--- config.mk ---
export PLATFORM = sky130hd
export DESIGN_NAME = cache_controller_flat
export DESIGN_NICKNAME = d
export VERILOG_FILES = /design/src/rtl/cache_controller_if.sv /design/src/rtl/cache_controller.sv /design/src/flat_wrapper.sv
export SDC_FILE = /design/constraint.sdc
export NUM_CORES = 1
export LEC_CHECK = 0
export BUFFER_PORTS_ARGS = -buffer_cell sky130_fd_sc_hd__buf_2
export CAP_MARGIN = 0
export CORE_UTILIZATION = 31
export CTS_CLUSTER_SIZE = 30
export DETAILED_ROUTE_END_ITERATION = 8
export SLEW_MARGIN = 20
export SYNTH_ARGS = -nofsm -noshare
export SYNTH_HDL_FRONTEND = slang
export SYNTH_SLANG_ARGS = --single-unit
--- constraint.sdc ---
create_clock -name clock -period 2.75 [get_ports clock]
set_input_delay 0.4125 -clock clock [delete_from_list [all_inputs] [get_ports clock]]
set_output_delay 0.4125 -clock clock [all_outputs]
set_load 0.1 [all_outputs]
--- src/rtl/cache_controller_if.sv ---
// CPU-side request port and memory-side bus of the cache controller.
// The slave modport belongs to the controller. The master modport belongs
// to the side that issues CPU requests and returns memory read data.
interface cache_controller_if;
  logic       cpu_req;
  logic       cpu_wren;
  logic [4:0] cpu_address;
  logic [7:0] cpu_data;
  logic [7:0] cpu_q;
  logic       cpu_ready;
  logic       busy;
  logic [4:0] mem_address;
  logic [7:0] mem_data;
  logic       mem_wren;
  logic [7:0] mem_q;

  modport slave (
    input  cpu_req, cpu_wren, cpu_address, cpu_data, mem_q,
    output cpu_q, cpu_ready, busy, mem_address, mem_data, mem_wren
  );

  modport master (
    output cpu_req, cpu_wren, cpu_address, cpu_data, mem_q,
    input  cpu_q, cpu_ready, busy, mem_address, mem_data, mem_wren
  );
endinterface

--- src/rtl/cache_controller.sv ---
// Direct-mapped, write-back, write-allocate cache with 4 one-byte lines.
// It sits in front of a 32x8 synchronous memory. The memory samples the
// address on posedge, returns q after that edge, and writes on negedge.
// Line index is address[1:0] and line tag is address[4:2].
// Optional feature: define CACHE_STATS_EN to add the saturating
// hit_count/miss_count ports.
// All outputs are registered. cpu_ready rises on the closing edge of
// RESPOND, so it is high during the IDLE cycle that follows.
module cache_controller (
  input  logic              clock,
  input  logic              reset,
  cache_controller_if.slave bus
`ifdef CACHE_STATS_EN
  ,
  output logic [7:0]        hit_count,
  output logic [7:0]        miss_count
`endif
);

  typedef enum logic [2:0] {
    IDLE, COMPARE, WRITEBACK, FILL_ADDR, FILL_WAIT, RESPOND
  } state_t;

  state_t          state;
  logic [3:0]      valid, dirty;
  logic [3:0][2:0] line_tag;
  logic [3:0][7:0] line_data;

  logic            req_wren;
  logic [4:0]      req_addr;
  logic [7:0]      req_data;

  logic [1:0]      idx;
  logic [2:0]      tag;
  logic            hit;

  assign idx = req_addr[1:0];
  assign tag = req_addr[4:2];
  assign hit = valid[idx] && (line_tag[idx] == tag);

  // Controller FSM, line storage and registered bus outputs.
  always_ff @(posedge clock or posedge reset) begin
    if (reset) begin
      state           <= IDLE;
      valid           <= '0;
      dirty           <= '0;
      line_tag        <= '0;
      line_data       <= '0;
      req_wren        <= 1'b0;
      req_addr        <= '0;
      req_data        <= '0;
      bus.cpu_q       <= '0;
      bus.cpu_ready   <= 1'b0;
      bus.busy        <= 1'b0;
      bus.mem_address <= '0;
      bus.mem_data    <= '0;
      bus.mem_wren    <= 1'b0;
`ifdef CACHE_STATS_EN
      hit_count       <= '0;
      miss_count      <= '0;
`endif
    end else begin
      // Both strobes are single-cycle pulses by default.
      bus.cpu_ready <= 1'b0;
      bus.mem_wren  <= 1'b0;
      case (state)
        IDLE: begin
          if (bus.cpu_req) begin
            req_wren <= bus.cpu_wren;
            req_addr <= bus.cpu_address;
            req_data <= bus.cpu_data;
            bus.busy <= 1'b1;
            state    <= COMPARE;
          end
        end
        COMPARE: begin
`ifdef CACHE_STATS_EN
          if (hit) begin
            if (hit_count != 8'hFF) hit_count <= hit_count + 8'd1;
          end else begin
            if (miss_count != 8'hFF) miss_count <= miss_count + 8'd1;
          end
`endif
          if (hit) begin
            state <= RESPOND;
          end else if (valid[idx] && dirty[idx]) begin
            // Present the victim now so memory commits it on WRITEBACK's negedge.
            bus.mem_address <= {line_tag[idx], idx};
            bus.mem_data    <= line_data[idx];
            bus.mem_wren    <= 1'b1;
            state           <= WRITEBACK;
          end else if (!req_wren) begin
            bus.mem_address <= req_addr;
            state           <= FILL_ADDR;
          end else begin
            // A write miss overwrites the whole one-byte line, so no fetch is needed.
            state <= RESPOND;
          end
        end
        WRITEBACK: begin
          dirty[idx] <= 1'b0;
          if (req_wren) begin
            state <= RESPOND;
          end else begin
            bus.mem_address <= req_addr;
            state           <= FILL_ADDR;
          end
        end
        FILL_ADDR: state <= FILL_WAIT;
        FILL_WAIT: begin
          line_data[idx] <= bus.mem_q;
          line_tag[idx]  <= tag;
          valid[idx]     <= 1'b1;
          dirty[idx]     <= 1'b0;
          state          <= RESPOND;
        end
        RESPOND: begin
          bus.cpu_ready <= 1'b1;
          bus.busy      <= 1'b0;
          if (req_wren) begin
            line_data[idx] <= req_data;
            line_tag[idx]  <= tag;
            valid[idx]     <= 1'b1;
            dirty[idx]     <= 1'b1;
          end else begin
            bus.cpu_q <= line_data[idx];
          end
          state <= IDLE;
        end
        default: state <= IDLE;
      endcase
    end
  end

endmodule

--- src/flat_wrapper.sv ---
// flat-port wrapper written by rule: the top's interface ports become plain ports
module cache_controller_flat 
  (clock, reset, bus_cpu_req, bus_cpu_wren, bus_cpu_address, bus_cpu_data, bus_mem_q, bus_cpu_q, bus_cpu_ready, bus_busy, bus_mem_address, bus_mem_data, bus_mem_wren);
  cache_controller_if bus_i ();
  input  logic clock;
  input  logic reset;
  input wire logic [$bits(bus_i.cpu_req)-1:0] bus_cpu_req;
  input wire logic [$bits(bus_i.cpu_wren)-1:0] bus_cpu_wren;
  input wire logic [$bits(bus_i.cpu_address)-1:0] bus_cpu_address;
  input wire logic [$bits(bus_i.cpu_data)-1:0] bus_cpu_data;
  input wire logic [$bits(bus_i.mem_q)-1:0] bus_mem_q;
  output wire logic [$bits(bus_i.cpu_q)-1:0] bus_cpu_q;
  output wire logic [$bits(bus_i.cpu_ready)-1:0] bus_cpu_ready;
  output wire logic [$bits(bus_i.busy)-1:0] bus_busy;
  output wire logic [$bits(bus_i.mem_address)-1:0] bus_mem_address;
  output wire logic [$bits(bus_i.mem_data)-1:0] bus_mem_data;
  output wire logic [$bits(bus_i.mem_wren)-1:0] bus_mem_wren;
  assign bus_i.cpu_req = bus_cpu_req;
  assign bus_i.cpu_wren = bus_cpu_wren;
  assign bus_i.cpu_address = bus_cpu_address;
  assign bus_i.cpu_data = bus_cpu_data;
  assign bus_i.mem_q = bus_mem_q;
  assign bus_cpu_q = bus_i.cpu_q;
  assign bus_cpu_ready = bus_i.cpu_ready;
  assign bus_busy = bus_i.busy;
  assign bus_mem_address = bus_i.mem_address;
  assign bus_mem_data = bus_i.mem_data;
  assign bus_mem_wren = bus_i.mem_wren;
  cache_controller u_core (.clock(clock), .reset(reset), .bus(bus_i));
endmodule
## Word-level counts from Yosys, hierarchy flattened

Cells that the tools add are included.

| word-level totals | value |
|---|---|
| input bits | 25 |
| logic and storage cells | 93 |
| register bits | 93 |
| output and inout port bits | 24 |

| operators by class | value |
|---|---|
| multiplexer cells | 40 |
| bitwise operators | 6 |
| magnitude comparators | 2 |
| reductions and logical operators | 16 |
| equal/unequal tests | 9 |

Operators with widths:

| kind | count |
|---|---|
| 32-bit bitwise mux | 2 |
| 32-bit one-hot mux with 2 select lines | 1 |
| 32-bit 2-to-1 mux | 1 |
| 12-bit one-hot mux with 2 select lines | 1 |
| 3-bit 2-to-1 mux | 6 |
| 8-bit binary-select mux with 2-bit select | 1 |
| 8-bit demux with 2-bit select | 1 |
| 8-bit 2-to-1 mux | 2 |
| 4-bit one-hot mux with 2 select lines | 2 |
| 5-bit 2-to-1 mux | 3 |
| 3-bit one-hot mux with 5 select lines | 1 |
| 12-bit bitwise mux | 1 |
| 12-bit 2-to-1 mux | 1 |
| 2-bit AND reduction | 6 |
| 5-bit one-hot mux with 2 select lines | 1 |
| 1-bit 2-to-1 mux | 8 |
| 4-bit 2-to-1 mux | 2 |
| 4-bit bitwise OR | 2 |
| 2-bit nonzero test | 4 |
| 3-bit binary-select mux with 2-bit select | 1 |
| 3-bit demux with 2-bit select | 1 |
| 3-bit by 2-bit == test with 1-bit output (second input constant) | 2 |
| 3-bit == test (second input constant) | 2 |
| 4-bit AND | 1 |
| other kinds (15) | 20 |

## Logic depth before layout (Yosys ltp)

| depth | value |
|---|---|
| depth after elaboration | 7 |
| depth in mapped cells | 8 |
| mapped depth without buffers | 5 |

## Worst setup path before layout

Ideal clock, no wire load.

| timing | value |
|---|---|
| path type | register to register |
| from | register u_core.req_addr[0] |
| to | register u_core.bus.mem_address[0] |
| period minus slack after synthesis | 2.087 ns |
| path buffers | 1 |
| cell stages (with the launch flop) | 7 |
| data required time | 2.624 ns |
| library setup time | 0.126 ns |
| arrival | 1.960 ns |
| path slack | 0.663 ns |
| cells stage by stage | dfrtp_1 > buf_6 > mux4_1 > xnor2_1 > a41o_2 > a21oi_4 > mux2_4 |

| between the ends | value |
|---|---|
| longest elaborated chain between the ends | 6 |
| elaborated cells between the ends (all ways) | 15 |
| those cells by class | 2 x eq/ne; 10 x mux; 3 x reduce/logical |

RTL lines:

| element | RTL line | text |
|---|---|---|
| from (decl) | cache_controller.sv:30 | `logic [4:0] req_addr;` |
| from (signal assigned) | cache_controller.sv:70 | `req_addr <= bus.cpu_address;` |
| 3-bit binary-select mux with 2-bit select, or another cell as far along | cache_controller.sv:39 | `assign hit = valid[idx] && (line_tag[idx] == tag);` |
| 3-bit 2-to-1 mux (not written as such), or another cell as far along | cache_controller.sv:39 |  |
| 3-bit == test or 1-bit logical AND (tied branches) | cache_controller.sv:39, cache_controller.sv:86 |  |
| 1-bit logical AND or 5-bit 2-to-1 mux (tied branches) | cache_controller.sv:39, cache_controller.sv:86 |  |
| 2-bit != test (no source line) or 5-bit 2-to-1 mux (tied branches) | n/a |  |
| 2-bit AND reduction (no source line) or 5-bit one-hot mux with 2 select lines (tied branches) | n/a |  |
| to (signal assigned) | cache_controller.sv:88 | `bus.mem_address <= {line_tag[idx], idx};` |
| to (signal assigned) | cache_controller.sv:93 | `bus.mem_address <= req_addr;` |
| to (signal assigned) | cache_controller.sv:105 | `bus.mem_address <= req_addr;` |
| to (decl) | cache_controller_if.sv:19 | `output cpu_q, cpu_ready, busy, mem_address, mem_data, mem_wren` |

Several ways; a longest one is shown, not always the timed one. The select of a mux whose other input is x is not followed.
A chain may end at the register's enable or synchronous reset.

## Final worst setup path

| timing | value |
|---|---|
| from | register u_core.req_addr[0] |
| to | register u_core.bus.mem_address[1] |

The elaborated chain is that of the path after synthesis.

==> metrics.cfg <==
[route]
drc_errors = 0
vias = 2498
wirelength_um = 8200
dr_wl_met3_um = 373
met2_wirelength_um = 3850
firstDrtPassIters = 4
top_layer = met4
drt.antenna.violating_nets = 0
wl_met1_um = 3900
routedWlPerCell_um = 15.3
drt_iter0_markers = 96
via_per_inst = 4.67

[worst_setup_path]
critPathTopFamily = multiplexers
critPathKind = flip-flop to flip-flop
worstPathCellList = buf_4 > mux4_2 > o211ai_1 > a21oi_4 > mux2_4
crit_slowest_cell = mux4_2
worstPathArrival_ns = 2.57
setup.worst_path.start_class = flip-flop
max_stage_delay_ns = 0.58
required_ns = 2.97
cp.buffers_inverters = 1
worstSetupEndpointType = flip-flop
crit_fanout = 18

[floorplanning]
die_h_um = 116
coreArea_um2 = 12600
initial_core_util_pct = 31.9
die_x_um = 116
die_area_um2 = 13400
fp-row-count = 41
ioPinCount = 49

[clock_tree]
cts.repair.resized = 0
cts_root_buf = clkbuf_16
tritoncts = done
clk_pin_slew_ns = 0.07
cts_hold_buf = 0
cts_made_buffers = 9
cts_max_path_buffers = 2
cts_sinks = 93
postCtsSetupBuffers = 0
insertion_delay_ns = 0.34
h-tree-depth = 3

[flow_run]
maxCapViolations = 0

[place]
io_buffers = 48
gp_congestion = 0.751
hpwlAfterDp_um = 5670
placedCellCount = 519

[global_routing]
grt_pass1_wl_um = 13300
grt_overflow_total = 0
grt_use_total_pct = 13.4
grt_pass1_vias = 2494
grt_start_max_net_pins = 94
antenna_found_initial = 0

[timing]
fin_worst_skew_ns = 0.00649
setup_viol = 0
hold_viol = 0
fin_crit_sh_pct = 85.4
setup_tns_ns = 0
relSlewSlack_pct = 55.5
maxSlewViolCount = 0
worst_pin_slew_ns = 0.664
rsz0062_at_grt = false
fmax_mhz = 426
period_minus_slack_ns = 2.35

[yosys]
avgSynthCellArea_um2 = 13.1
synth_top_flop_cell = dfrtp_1
synth.ff_latch_count = 93
synth_edf_count = 0
syn-cell-area_um2 = 4020
syn_inst = 307
yosys_warnings = 0
ys_async_sr_fraction_pct = 100
synth_nets = 332
synth.distinct_cells = 37
ys_seq_area_share_pct = 57.9

[layout]
stdcell_count = 535
final_common_cell = dfrtp_1
seqCellArea_um2 = 2330
mostFrequentLayoutCells = 93 x dfrtp_1, 48 x buf_2, 45 x mux2_2
diodes = 0
final_layout_size_suffix_gt1_share_pct = 38.6
syn2layout_area_growth_pct = 19.2
multi_input_area_um2 = 1600
nets = 383
fillers = 1246

[outcome]
status = complete, no violations

[hold_path]
hp-class = input port to async pin

## through the flow
step	utilization, %	cell area [um2]	worst slack [ns]	hold slack [ns]
6_report	38.0	4790	0.401	0.196
5_1_grt	38.0	4790	0.260	0.259
4_1_cts	38.0	4790	0.383	0.233
3_5_place_dp	35.6	4490	0.410	0.451
3_3_place_gp	35.6	4490	0.469	0.448
2_1_floorplan	-	4030	0.663	0.429
## routing by layer
metal | track usage, % | up-vias
met4 | 5.30 | 0
met1 | 18.3 | 1242
met2 | 20.5 | 62
li1 | - | 1189
met5 | 0 | -
met3 | 3.50 | 5
## final cells by class
cell class,count,area share [%]
Clock buffer,11,5.06
Clock inverter,5,1.25
Inverter,3,0.313
Multi-Input combinational cell,192,33.3
Sequential cell,93,48.6
Tap cell,172,4.49
Timing Repair Buffer,59,7.00
## registers in the layout, summed over array words and instances, names as in the netlist, named ones only
signal / flops
u_core.bus.busy: 1
u_core.bus.cpu_q: 8
u_core.bus.cpu_ready: 1
u_core.bus.mem_address: 5
u_core.bus.mem_data: 8
u_core.bus.mem_wren: 1
u_core.line_data: 32
u_core.line_tag: 12
u_core.req_addr: 5
u_core.req_data: 8
u_core.req_wren: 1
u_core.state: 3
u_core.valid: 4
## final timing paths
kind / startpoint / endpoint / slack, ns / cells past startpoint
worst max-delay path: u_core.req_addr[0]$_DFFE_PP0P_ / u_core.bus.mem_address[1]$_DFFE_PP0P_ / 0.40 / 5
min in group clock: bus_cpu_address[4] / u_core.req_addr[4]$_DFFE_PP0P_ / 0.30 / 2
worst max register to register: u_core.req_addr[0]$_DFFE_PP0P_ / u_core.bus.mem_address[1]$_DFFE_PP0P_ / 0.40 / 5
worst min register to register: u_core.valid[0]$_DFFE_PP0P_ / u_core.valid[0]$_DFFE_PP0P_ / 0.46 / 1
max in group asynchronous: reset / u_core.req_addr[1]$_DFFE_PP0P_ / 2.17 / 3
worst min-delay path: reset / u_core.bus.cpu_q[3]$_DFFE_PP0P_ / 0.20 / 3
## synthesized netlist by cell type, drive strengths merged (3+ instances only)
cell type	number	area share, %
nor3b	5	0.93
clkbuf	11	1.0
mux2i	8	2.0
a21oi	14	2.0
nand2b	6	0.93
nor2	18	1.7
xnor2	3	0.65
mux4	13	7.6
inv	3	0.28
buf	8	1.3
o21ai	25	3.1
dfrtp	93	58
nand2	30	2.9
o22a	3	0.75
mux2	47	13
## worst min-delay path, delay by kind of cell
family                 cells  cell delay [ns]
buffers and inverters      3             0.55
## cells by family (layout without fill, tap and decap cells)
kind of cell	count (synthesis)	count (layout)	synth area share (%)
xor+xnor	3	3	0.653
compound gates	49	49	7.31
buf+inv	22	78	2.64
flops	93	93	57.9
simple gates	72	72	8.65
mux	68	68	22.9
Power is not shown: default switching activity piles up to over one toggle a cycle in this logic, so the estimate is an artifact.
